<file path="config.mk">
export PLATFORM = sky130hd
export DESIGN_NAME = alarm_scanner
export DESIGN_NICKNAME = d
export VERILOG_FILES = /design/src/rtl/alarm_scanner.sv
export SDC_FILE = /design/constraint.sdc
export NUM_CORES = 1
export LEC_CHECK = 0
export CORE_MARGIN = 2
export CORE_UTILIZATION = 40
export CTS_BUF_LIST = sky130_fd_sc_hd__clkbuf_16
export DETAILED_ROUTE_END_ITERATION = 16
export PLACE_DENSITY_LB_ADDON = 0.15
export SLEW_MARGIN = 20
export SYNTH_ARGS = -nofsm -noshare
export SYNTH_HDL_FRONTEND = slang
export SYNTH_SLANG_ARGS = --single-unit
</file>
<file path="constraint.sdc">
create_clock -name clk_i -period 5.3 [get_ports clk_i]
set_input_delay 1.325 -clock clk_i [delete_from_list [all_inputs] [get_ports clk_i]]
set_output_delay 1.325 -clock clk_i [all_outputs]
set_load 0.02 [all_outputs]
</file>
<file path="src/rtl/alarm_scanner.sv">
`default_nettype none
// ============================================================================
// Module      : alarm_scanner
// Description : Reader side of the alarm register file. On every minute
//               boundary it walks the seven 13-bit alarm registers, one per
//               cycle, and compares each armed entry with the current time.
//               A match raises and holds the alarm. The alarm is then
//               dismissed by stop, deferred by snooze, or stopped
//               automatically after RING_MINUTES minute ticks.
// Ports       : clk_i          system clock, rising edge
//               rst_ni         asynchronous active-low reset
//               q_r0_i..q_r6_i alarm registers: [12] armed, [11] reserved,
//                              [10:6] hour, [5:0] minute
//               cur_hour_i     current hour (0..23)
//               cur_min_i      current minute (0..59)
//               minute_tick_i  one-cycle pulse on the first cycle of a minute
//               stop_i         one-cycle pulse that dismisses the alarm
//               snooze_i       one-cycle pulse that snoozes the alarm
//               alarm_o        ringing (registered)
//               alarm_idx_o    index of the register that raised the alarm
//               busy_o         high while scanning (registered)
// Revision    : 1.0 - initial release
// ============================================================================
module alarm_scanner #(
    parameter int RING_MINUTES   = 5,
    parameter int SNOOZE_MINUTES = 9
) (
    input  logic        clk_i,
    input  logic        rst_ni,
    input  logic [12:0] q_r0_i,
    input  logic [12:0] q_r1_i,
    input  logic [12:0] q_r2_i,
    input  logic [12:0] q_r3_i,
    input  logic [12:0] q_r4_i,
    input  logic [12:0] q_r5_i,
    input  logic [12:0] q_r6_i,
    input  logic [4:0]  cur_hour_i,
    input  logic [5:0]  cur_min_i,
    input  logic        minute_tick_i,
    input  logic        stop_i,
    input  logic        snooze_i,
    output logic        alarm_o,
    output logic [2:0]  alarm_idx_o,
    output logic        busy_o
);

    typedef enum logic [1:0] {
        S_IDLE   = 2'd0,
        S_SCAN   = 2'd1,
        S_RING   = 2'd2,
        S_SNOOZE = 2'd3
    } state_t;

    localparam logic [3:0] RING_LIMIT   = 4'(RING_MINUTES);
    localparam logic [3:0] SNOOZE_LIMIT = 4'(SNOOZE_MINUTES);
    localparam logic [2:0] LAST_IDX     = 3'd6;

    state_t      state_q, state_d;
    logic [2:0]  scan_idx_q, scan_idx_d;
    logic [3:0]  ring_cnt_q, ring_cnt_d;
    logic [3:0]  snz_cnt_q, snz_cnt_d;
    logic        pending_q, pending_d;
    logic        alarm_q, alarm_d;
    logic [2:0]  alarm_idx_q, alarm_idx_d;
    logic        busy_q, busy_d;

    logic [12:0] entry;
    logic        match;

    // Registers are read live, so a write landing mid-scan is only seen by
    // indices that have not been visited yet.
    always_comb begin
        entry = 13'd0;
        case (scan_idx_q)
            3'd0:    entry = q_r0_i;
            3'd1:    entry = q_r1_i;
            3'd2:    entry = q_r2_i;
            3'd3:    entry = q_r3_i;
            3'd4:    entry = q_r4_i;
            3'd5:    entry = q_r5_i;
            3'd6:    entry = q_r6_i;
            default: entry = 13'd0;
        endcase
    end

    // Bit 11 is reserved and deliberately left out of the compare.
    assign match = entry[12] && (entry[10:6] == cur_hour_i) && (entry[5:0] == cur_min_i);

    always_comb begin
        state_d     = state_q;
        scan_idx_d  = scan_idx_q;
        ring_cnt_d  = ring_cnt_q;
        snz_cnt_d   = snz_cnt_q;
        pending_d   = pending_q;
        alarm_d     = alarm_q;
        alarm_idx_d = alarm_idx_q;

        case (state_q)
            S_IDLE: begin
                alarm_d = 1'b0;
                if (minute_tick_i || pending_q) begin
                    state_d    = S_SCAN;
                    scan_idx_d = 3'd0;
                    pending_d  = 1'b0;
                end
            end
            S_SCAN: begin
                // A tick arriving mid-scan is remembered so the new minute
                // still gets a full pass once this one finishes.
                if (minute_tick_i) begin
                    pending_d = 1'b1;
                end
                if (match) begin
                    state_d     = S_RING;
                    alarm_d     = 1'b1;
                    alarm_idx_d = scan_idx_q;
                    ring_cnt_d  = 4'd0;
                end else if (scan_idx_q == LAST_IDX) begin
                    state_d = S_IDLE;
                end else begin
                    scan_idx_d = scan_idx_q + 3'd1;
                end
            end
            S_RING: begin
                alarm_d = 1'b1;
                if (stop_i) begin
                    state_d = S_IDLE;
                    alarm_d = 1'b0;
                end else if (snooze_i) begin
                    state_d   = S_SNOOZE;
                    alarm_d   = 1'b0;
                    snz_cnt_d = 4'd0;
                end else if (minute_tick_i) begin
                    ring_cnt_d = ring_cnt_q + 4'd1;
                    if (ring_cnt_d == RING_LIMIT) begin
                        state_d = S_IDLE;
                        alarm_d = 1'b0;
                    end
                end
            end
            S_SNOOZE: begin
                alarm_d = 1'b0;
                if (stop_i) begin
                    state_d = S_IDLE;
                end else if (minute_tick_i) begin
                    snz_cnt_d = snz_cnt_q + 4'd1;
                    if (snz_cnt_d == SNOOZE_LIMIT) begin
                        state_d    = S_RING;
                        alarm_d    = 1'b1;
                        ring_cnt_d = 4'd0;
                    end
                end
            end
            default: begin
                state_d = S_IDLE;
                alarm_d = 1'b0;
            end
        endcase

        busy_d = (state_d == S_SCAN);
    end

    always_ff @(posedge clk_i or negedge rst_ni) begin
        if (!rst_ni) begin
            state_q     <= S_IDLE;
            scan_idx_q  <= 3'd0;
            ring_cnt_q  <= 4'd0;
            snz_cnt_q   <= 4'd0;
            pending_q   <= 1'b0;
            alarm_q     <= 1'b0;
            alarm_idx_q <= 3'd0;
            busy_q      <= 1'b0;
        end else begin
            state_q     <= state_d;
            scan_idx_q  <= scan_idx_d;
            ring_cnt_q  <= ring_cnt_d;
            snz_cnt_q   <= snz_cnt_d;
            pending_q   <= pending_d;
            alarm_q     <= alarm_d;
            alarm_idx_q <= alarm_idx_d;
            busy_q      <= busy_d;
        end
    end

    assign alarm_o     = alarm_q;
    assign alarm_idx_o = alarm_idx_q;
    assign busy_o      = busy_q;

endmodule
`default_nettype wire

</file>
==> flow_summary.yaml, run 1 <==
timing:
  slew-limit-headroom_pct: 43.13
  fin_crit_sh_pct: 65.89
  finalHoldViolCount: 0
  period_needed_ns: 3.492
  slew_viol_final: 0
  worst_pin_slew_ns: 0.8504
  worst_clock_skew_ns: 0.001972
  rsz0062_at_grt: "no"
  fin_tns_setup_ns: 0
  fmax_mhz: 286.4
  setup_viol: 0
final_layout:
  fin_cells: 366
  drive_gt1_share_pct: 8.974
  antenna_cells: 0
  syn_to_final_growth_pct: 57.50
  fill_cells: 413
  fin_nets: 429
routing:
  drt-initial-drc-count: 86
  detail-route-antenna-nets: 0
  drc_errors: 0
  vias: 2101
  drt_wl_total_mm: 6.148
  post_drt_wl_per_cell_um: 16.80
  detail_route.first_pass.iterations: 4
  viasPerCell: 5.740
setup_path:
  slowest_stage: "nor3_1"
  cp-start-kind: "input port"
  crit_chain: "clkdlybuf4s50_1 -> a22o_1 -> o21ai_0 -> a21oi_1 -> nor4_1 -> nand4_1 -> nor3_1 -> o32ai_1"
  worst-path-max-fanout: 5
  worstPathArrival_ns: 3.60
  crit_path_max_incr_delay_ns: 0.54
  endpoint_kind: "register"
  cp_data_required_time_ns: 5.41
  worstSetupPathType: "in -> reg"
clock_network:
  clock-sinks: 19
  cts_tree: "yes"
  htree_levels: 1
  ctsResizeCount: 0
  numCtsBuffers: 3
  ctsRootBufferMaster: "clkbuf_16"
  cts_hold_buf: 0
  postCtsSetupBuffers: 0
  clk_path_buf_depth: 2
  path_clk_slew_ns: 0.05
  clk_latency_ns: 0.25
die:
  die_h_um: 73.43
  start_util_pct: 41.09
  coreArea_sq_mm: 0.004692
  rows: 25
  fp.dieArea_sq_mm: 0.005392
  die_w_um: 73.43
  io_pins: 112
power_and_ir_drop:
  power_frac_seq_pct: 19.3
  clkPwrFrac_pct: 13.9
  net-switching-power_mw: 0.4577
  internal_power_mw: 0.6412
  swShare_pct: 41.65
  p_leak_nw: 1.232
  comb_power_share_pct: 66.8
  power_density_mw_per_mm2: 361.9
  irDropWorstVdd_v: 0.0002308
grt:
  grt-ovfl-total: 0
  antenna_found_initial: 0
  grt_max_degree: 34
  grt_pass1_vias: 2014
  grt.total_usage_pct: 22.25
  grt_pass1_wl_mm: 9.459
yosys:
  ys_seq_area_share_pct: 24.66
  avgSynthCellArea_sq_um: 8.885
  ys_types: 46
  syn_area_sq_mm: 0.001928
  syn_inst: 217
  synth_warnings: 0
  syn_nets: 333
  ys_ff_latch: 19
hold_path:
  hp-class: "reg -> reg"
placed_design:
  place_congestion: 0.8297
  post-place-cells: 362
  portBuffers: 104
  hpwl_mm: 4.786
outcome:
  outcome: "complete, no violations"
job:
  drv_cap: 0
==> cells by family after synthesis <==
logic type	after synthesis	share of synthesized area, %
AO/OA/AOI/OAI	84	32.19
AND/OR/NAND/NOR	49	14.41
buffers and inverters	31	7.787
multiplexers	21	13.30
flip-flops	19	24.66
adder cells (fa/ha/maj)	9	5.840
XOR/XNOR	4	1.817
==> layout make-up <==
| cell class | instances | area, sq um | share of cell area [%] |
|---|---|---|---|
| multi-input cells | 167 | 1303 | 42.89 |
| repair buffers | 105 | 1049 | 34.53 |
| flip-flops and latches | 19 | 475.5 | 15.66 |
| clock buffers | 3 | 75.07 | 2.472 |
| well taps | 54 | 67.56 | 2.225 |
| inverters | 17 | 63.81 | 2.101 |
| clock inverters | 1 | 3.754 | 0.1236 |
==> cells in the final DEF (no fill, tap or decap), types with 4 or more instances in the layout <==
cell	instances
o211ai_1	4
o21ai_0	14
inv_1	17
a22oi_1	9
a22oi_2	5
nand3_1	7
ha_1	9
mux2_4	6
nand2_1	14
mux2_2	6
o31ai_1	4
a221o_1	7
mux2_1	7
o21ai_1	4
clkdlybuf4s50_1	104
a22o_1	7
and3_1	8
a21oi_1	17
dfrtp_1	19
==> worst max-delay path: cells and delay by family <==
kind | cells | cell delay [ns]
simple gates | 3 | 1.15
buf+inv | 1 | 0.41
compound gates | 4 | 0.72
==> Yosys cell counts (all sizes together) <==
master / n / area, sq um
a32o: 1 / 10.01
mux2i: 2 / 20.02
a31oi: 2 / 12.51
or2: 1 / 6.260
dfrtp: 19 / 475.5
or3: 1 / 6.260
nor3b: 1 / 7.510
nor2: 3 / 11.26
a21boi: 1 / 7.510
nor4: 3 / 25.02
o2bb2ai: 2 / 17.52
and3: 8 / 50.05
a21bo: 1 / 10.01
clkbuf: 2 / 7.510
mux2: 19 / 236.5
o31ai: 4 / 30.03
nor2b: 1 / 6.260
a22oi: 14 / 130.1
nand3b: 1 / 7.510
xnor2: 3 / 26.28
nor4b: 2 / 30.03
o32ai: 2 / 17.52
nor3: 3 / 15.01
a221o: 7 / 70.07
nand4: 2 / 12.51
a21oi: 17 / 85.08
ha: 9 / 112.6
a221oi: 3 / 38.79
a22o: 7 / 61.31
o211ai: 4 / 30.03
nand2: 14 / 52.55
o21ai: 18 / 90.09
nand3: 7 / 35.03
a222oi: 1 / 10.01
nand2b: 2 / 12.51
xor2: 1 / 8.760
inv: 17 / 63.81
buf: 12 / 78.82
==> stage by stage <==
step	instance area, sq um	hold slack (ns)	total power [mW]	worst slack, ns	utilization [%]
6_report	3037	0.5041	1.099	1.808	64.72
5_1_grt	3037	0.5183	1.195	1.627	64.72
4_1_cts	3037	0.5076	1.110	1.808	64.72
3_5_place_dp	2958	0.4924	0.9516	1.564	63.04
3_3_place_gp	2958	0.4938	0.9367	1.569	63.04
2_1_floorplan	1928	0.4860	0.7685	2.219	-
==> power groups by stage <==
stage / Clock [mW] / Sequential (mW) / Combinational, mW
global placement: 0 / 0.214 / 0.722
floorplan: 0 / 0.210 / 0.559
detailed placement: 0 / 0.214 / 0.737
finish: 0.152 / 0.212 / 0.734
global route: 0.165 / 0.219 / 0.812
CTS: 0.157 / 0.213 / 0.740
==> registers in the layout, summed over array words and instances, names as in the netlist <==
signal,cells
scan_idx_q,3
busy_o,1
alarm_o,1
pending_q,1
state_q,2
ring_cnt_q,4
alarm_idx_o,3
snz_cnt_q,4
==> metal layers <==
layer	GRT usage, %	routed length (um)	vias to the layer above
li1	-	-	1023
met1	29.56	2726	1001
met2	38.54	2932	72
met3	2.881	433	5
met4	4.848	56	0
met5	0	0	-
==> worst paths after layout <==
| path | start | endpoint | slack [ns] | cells after the start |
|---|---|---|---|---|
| worst max register to register | scan_idx_q[0] | ring_cnt_q[1] | 2.06 | 9 |
| worst min-delay path | alarm_idx_o[2] | alarm_idx_o[2] | 0.50 | 1 |
| min in group asynchronous | rst_ni | busy_o | 1.56 | 1 |
| worst max-delay path | q_r6_i[0] | ring_cnt_q[1] | 1.81 | 8 |
| max in group asynchronous | rst_ni | snz_cnt_q[1] | 3.21 | 1 |
| worst min register to register | alarm_idx_o[2] | alarm_idx_o[2] | 0.50 | 1 |
Power figures use the tool's default switching activity.
==> inputs of run 2 (changes only) <==
CORE_UTILIZATION = 39   (was 40)
clock period = 3.3 ns   (was 5.3 ns; I/O delays follow)
==> flow_summary.yaml, run 2 (same netlist as run 1, synthesis figures left out) <==
timing:
  period_needed_ns: 2.852
  worst_clock_skew_ns: 0.003078
  rsz0062_at_grt: "no"
  fin_tns_setup_ns: 0
  finalHoldViolCount: 0
  worst_pin_slew_ns: 0.8330
  fin_crit_sh_pct: 86.43
  timing.hold.ws_ns: 0.5120
  fmax_mhz: 350.6
  slew-limit-headroom_pct: 44.29
  slew_viol_final: 0
  setup_viol: 0
routing:
  vias: 2110
  post_drt_wl_per_cell_um: 15.71
  drt_wl_total_mm: 6.050
  drc_errors: 0
  drt-initial-drc-count: 77
  viasPerCell: 5.481
  detail_route.first_pass.iterations: 4
  detail-route-antenna-nets: 0
job:
  drv_cap: 0
die:
  start_util_pct: 40.55
  fp.dieArea_sq_mm: 0.005522
  die_h_um: 74.31
  coreArea_sq_mm: 0.004755
  rows: 25
  io_pins: 112
  die_w_um: 74.31
final_layout:
  drive_gt1_share_pct: 11.01
  antenna_cells: 0
  stdcell_area_sq_mm: 0.003099
  fin_nets: 435
  utilization_pct: 65.18
  layout.cells.most_common: "clkdlybuf4s50_1"
  largestRegisters: "ring_cnt_q (4), snz_cnt_q (4)"
  mostFrequentLayoutCells: "clkdlybuf4s50_1, dfrtp_1, a21oi_1"
  syn_to_final_growth_pct: 60.74
  fill_cells: 440
setup_path:
  worstSetupPathType: "in -> reg"
  worstPathArrival_ns: 2.99
  endpoint_kind: "register"
  rrSetupSlack_ns: 0.49
  cp_data_required_time_ns: 3.44
  cp-start-kind: "input port"
  worst-path-max-fanout: 5
grt:
  grt_pass1_vias: 1893
  grt-ovfl-total: 0
  grt_pass1_wl_mm: 8.894
  grt.total_usage_pct: 20.94
  grt_max_degree: 34
  antenna_found_initial: 0
placed_design:
  hpwl_mm: 4.734
  place_congestion: 0.8512
  portBuffers: 104
  postPlaceCellArea_sq_mm: 0.003019
clock_network:
  ctsRootBufferMaster: "clkbuf_16"
  ctsResizeCount: 0
  cts_hold_buf: 0
  clk_path_buf_depth: 2
  clock-sinks: 19
  postCtsSetupBuffers: 0
  numCtsBuffers: 3
  cts_tree: "yes"
  htree_levels: 1
  path_clk_slew_ns: 0.06
  clk_latency_ns: 0.25
power_and_ir_drop:
  power_density_mw_per_mm2: 580.6
  irDropWorstVdd_v: 0.0003796
  p_leak_nw: 1.260
  p_total_mw: 1.799
hold_path:
  hp-class: "reg -> reg"
outcome:
  outcome: "complete, no violations"
==> run 2: path summary, 6_finish.rpt <==
kind / startpoint / end / depth (start not counted)
setup / recovery: q_r5_i[1] / alarm_idx_o[0] / 8
hold / removal: alarm_idx_o[1] / alarm_idx_o[1] / 1
setup reg to reg: scan_idx_q[1] / alarm_idx_o[0] / 10
hold reg to reg: alarm_idx_o[1] / alarm_idx_o[1] / 1
max in group asynchronous: rst_ni / pending_q / 1
min in group asynchronous: rst_ni / ring_cnt_q[1] / 1
==> run 2: through the flow <==
| step | std cells | setup slack [ns] |
|---|---|---|
| after detailed placement | 381 | 0.1741 |
| final | 385 | 0.4478 |
| after global routing | 385 | 0.2454 |
| after CTS | 385 | 0.4253 |
| after global placement | 381 | 0.1858 |
| after floorplan | 217 | 0.6942 |
==> run 2: power by group <==
group / internal, mW / switching [mW] / leakage [nW] / total, mW
Sequential: 0.289 / 0.0522 / 0.228 / 0.341
Clock: 0.162 / 0.0875 / 0.0409 / 0.250
Combinational: 0.610 / 0.598 / 0.991 / 1.21
Total: 1.06 / 0.738 / 1.26 / 1.80
==> run 2: per-layer routing <==
metal	vias to the layer above	global-route usage, %	part of all wire (%)
li1	1038	-	-
met1	974	26.67	43
met2	94	37.60	48
met3	4	2.575	8.6
met4	0	5.357	0.69
met5	-	0	0
==> run 2: layout make-up <==
class / count / area, sq um / share of cell area, %
multi-input combinational: 167 / 1303 / 42.03
timing repair buffer: 111 / 1094 / 35.28
sequential: 19 / 475.5 / 15.34
tap: 67 / 83.83 / 2.705
clock buffer: 3 / 75.07 / 2.422
inverter: 17 / 63.81 / 2.059
clock inverter: 1 / 5.005 / 0.1615
==> run 2: worst max-delay path, cell delays in order <==
cell	delay (ns)
clkdlybuf4s50_1	0.41
a22o_1	0.23
o21ai_0	0.24
a21oi_1	0.12
nor4b_2	0.34
nand4_1	0.15
or2_1	0.33
mux2_4	0.33
==> inputs of run 3 (changes only) <==
CELL_PAD_IN_SITES_DETAIL_PLACEMENT = 2   (was unset)
CELL_PAD_IN_SITES_GLOBAL_PLACEMENT = 2   (was unset)
CORE_UTILIZATION = 21   (was 39)
==> flow_summary.yaml, run 3 (same netlist as run 1, synthesis figures left out) <==
placed_design:
  portBuffers: 104
  hpwl_mm: 6.551
  place_congestion: 0.7356
  place_ws_ns: 0.09875
  postPlaceCellArea_sq_mm: 0.003070
routing:
  post_drt_wl_per_cell_um: 18.98
  drt-initial-drc-count: 51
  drc_errors: 0
  drt_wl_total_mm: 8.103
  detail_route.first_pass.iterations: 4
  detail-route-antenna-nets: 0
  vias: 2163
  viasPerCell: 5.066
clock_network:
  cts_tree: "yes"
  clock-sinks: 19
  ctsResizeCount: 0
  numCtsBuffers: 3
  path_clk_slew_ns: 0.06
  clk_latency_ns: 0.25
  htree_levels: 1
  ctsRootBufferMaster: "clkbuf_16"
  cts_hold_buf: 0
  clk_path_buf_depth: 2
  postCtsSetupBuffers: 0
setup_path:
  cp_data_required_time_ns: 3.44
  cp-start-kind: "register"
  crit_path_max_incr_delay_ns: 0.53
  worstPathArrival_ns: 3.03
  slowest_stage: "ha_1"
  worstRegToRegCells: 8
  crit_family: "simple AND/OR/NAND/NOR gates"
  crit_path_frequent_cell: "ha_1"
  crit_chain: "ha_1 -> ha_1 -> a22oi_1 -> and3_1 -> nor4b_2 -> nand4_1 -> or2_1 -> mux2_4"
  worst-path-buf-inv: 0
  endpoint_kind: "register"
  path_depth: 8
  worst-path-max-fanout: 12
  worstSetupPathType: "reg -> reg"
die:
  die_h_um: 99.82
  rows: 34
  coreArea_sq_mm: 0.008806
  fp.dieArea_sq_mm: 0.009964
  start_util_pct: 21.90
  io_pins: 112
  die_w_um: 99.82
timing:
  worst_clock_skew_ns: 0.004539
  slew-limit-headroom_pct: 37.98
  fmax_mhz: 345.8
  worst_pin_slew_ns: 0.9274
  period_needed_ns: 2.892
  rsz0062_at_grt: "no"
  fin_tns_setup_ns: 0
  slew_viol_final: 0
  setup_slack_ns: 0.4081
  setup_viol: 0
  fin_crit_sh_pct: 87.63
  finalHoldViolCount: 0
grt:
  grt_use_met1_pct: 22.18
  grt_util_met2_pct: 28.59
  busiest_layer: "met2"
  grt_pass1_vias: 2354
  antenna_found_initial: 1
  grt_pass1_wl_mm: 13.01
  grt.total_usage_pct: 16.44
  grt_max_degree: 34
  grt-ovfl-total: 0
  grtUsageMet3_pct: 1.671
power_and_ir_drop:
  irDropWorstVdd_v: 0.0002265
  power_density_mw_per_mm2: 591.1
  p_leak_nw: 1.260
final_layout:
  fin_nets: 435
  stdcell_area_sq_mm: 0.003153
  syn_to_final_growth_pct: 63.53
  layout.cells.most_common: "clkdlybuf4s50_1"
  mostFrequentLayoutCells: "clkdlybuf4s50_1, dfrtp_1, a21oi_1"
  largestRegisters: "ring_cnt_q (4), snz_cnt_q (4)"
  fill_cells: 998
  drive_gt1_share_pct: 11.01
hold_path:
  hp-class: "reg -> reg"
  whs_path_depth: 1
job:
  drv_cap: 0
outcome:
  outcome: "complete, no violations"
==> run 3: per-stage QoR <==
step                      power [mW]  instances  util (%)  hold WS [ns]
after floorplan                1.234        217         -        0.4860
after global placement         1.616        422     34.87        0.5033
after detailed placement       1.637        422     34.87        0.5144
after CTS                      1.906        426     35.78        0.5286
after global routing           2.042        427     35.81        0.5414
final                          1.864        427     35.81        0.5167
==> run 3: per-layer routing <==
layer	vias to the layer above	wire length [um]
met2	59	3909
met1	1063	3753
li1	1035	-
met3	6	345
met4	0	95
met5	-	0
==> run 3: path summary, 6_finish.rpt <==
| path | to | startpoint | slack [ns] |
|---|---|---|---|
| max in group asynchronous | state_q[0] | rst_ni | 1.64 |
| worst min register to register | alarm_idx_o[2] | alarm_idx_o[2] | 0.52 |
| min in group asynchronous | alarm_o | rst_ni | 1.09 |
| worst max-delay path | alarm_idx_o[0] | scan_idx_q[0] | 0.41 |
| worst min-delay path | alarm_idx_o[2] | alarm_idx_o[2] | 0.52 |
| worst max register to register | alarm_idx_o[0] | scan_idx_q[0] | 0.41 |
==> run 3: area by class of cell <==
| type | instances | area [sq um] | share of cell area, % |
|---|---|---|---|
| inverters | 17 | 63.81 | 2.024 |
| well taps | 108 | 135.1 | 4.286 |
| multi-input cells | 167 | 1303 | 41.31 |
| flip-flops and latches | 19 | 475.5 | 15.08 |
| diodes | 1 | 2.502 | 0.07937 |
| clock inverters | 1 | 5.005 | 0.1587 |
| clock buffers | 3 | 75.07 | 2.381 |
| repair buffers | 111 | 1094 | 34.68 |
==> run 3: power breakdown <==
part	leakage, nW	switching [mW]	internal [mW]
logic	0.991	0.649	0.611
clock network	0.0409	0.0951	0.163
registers	0.228	0.0575	0.289
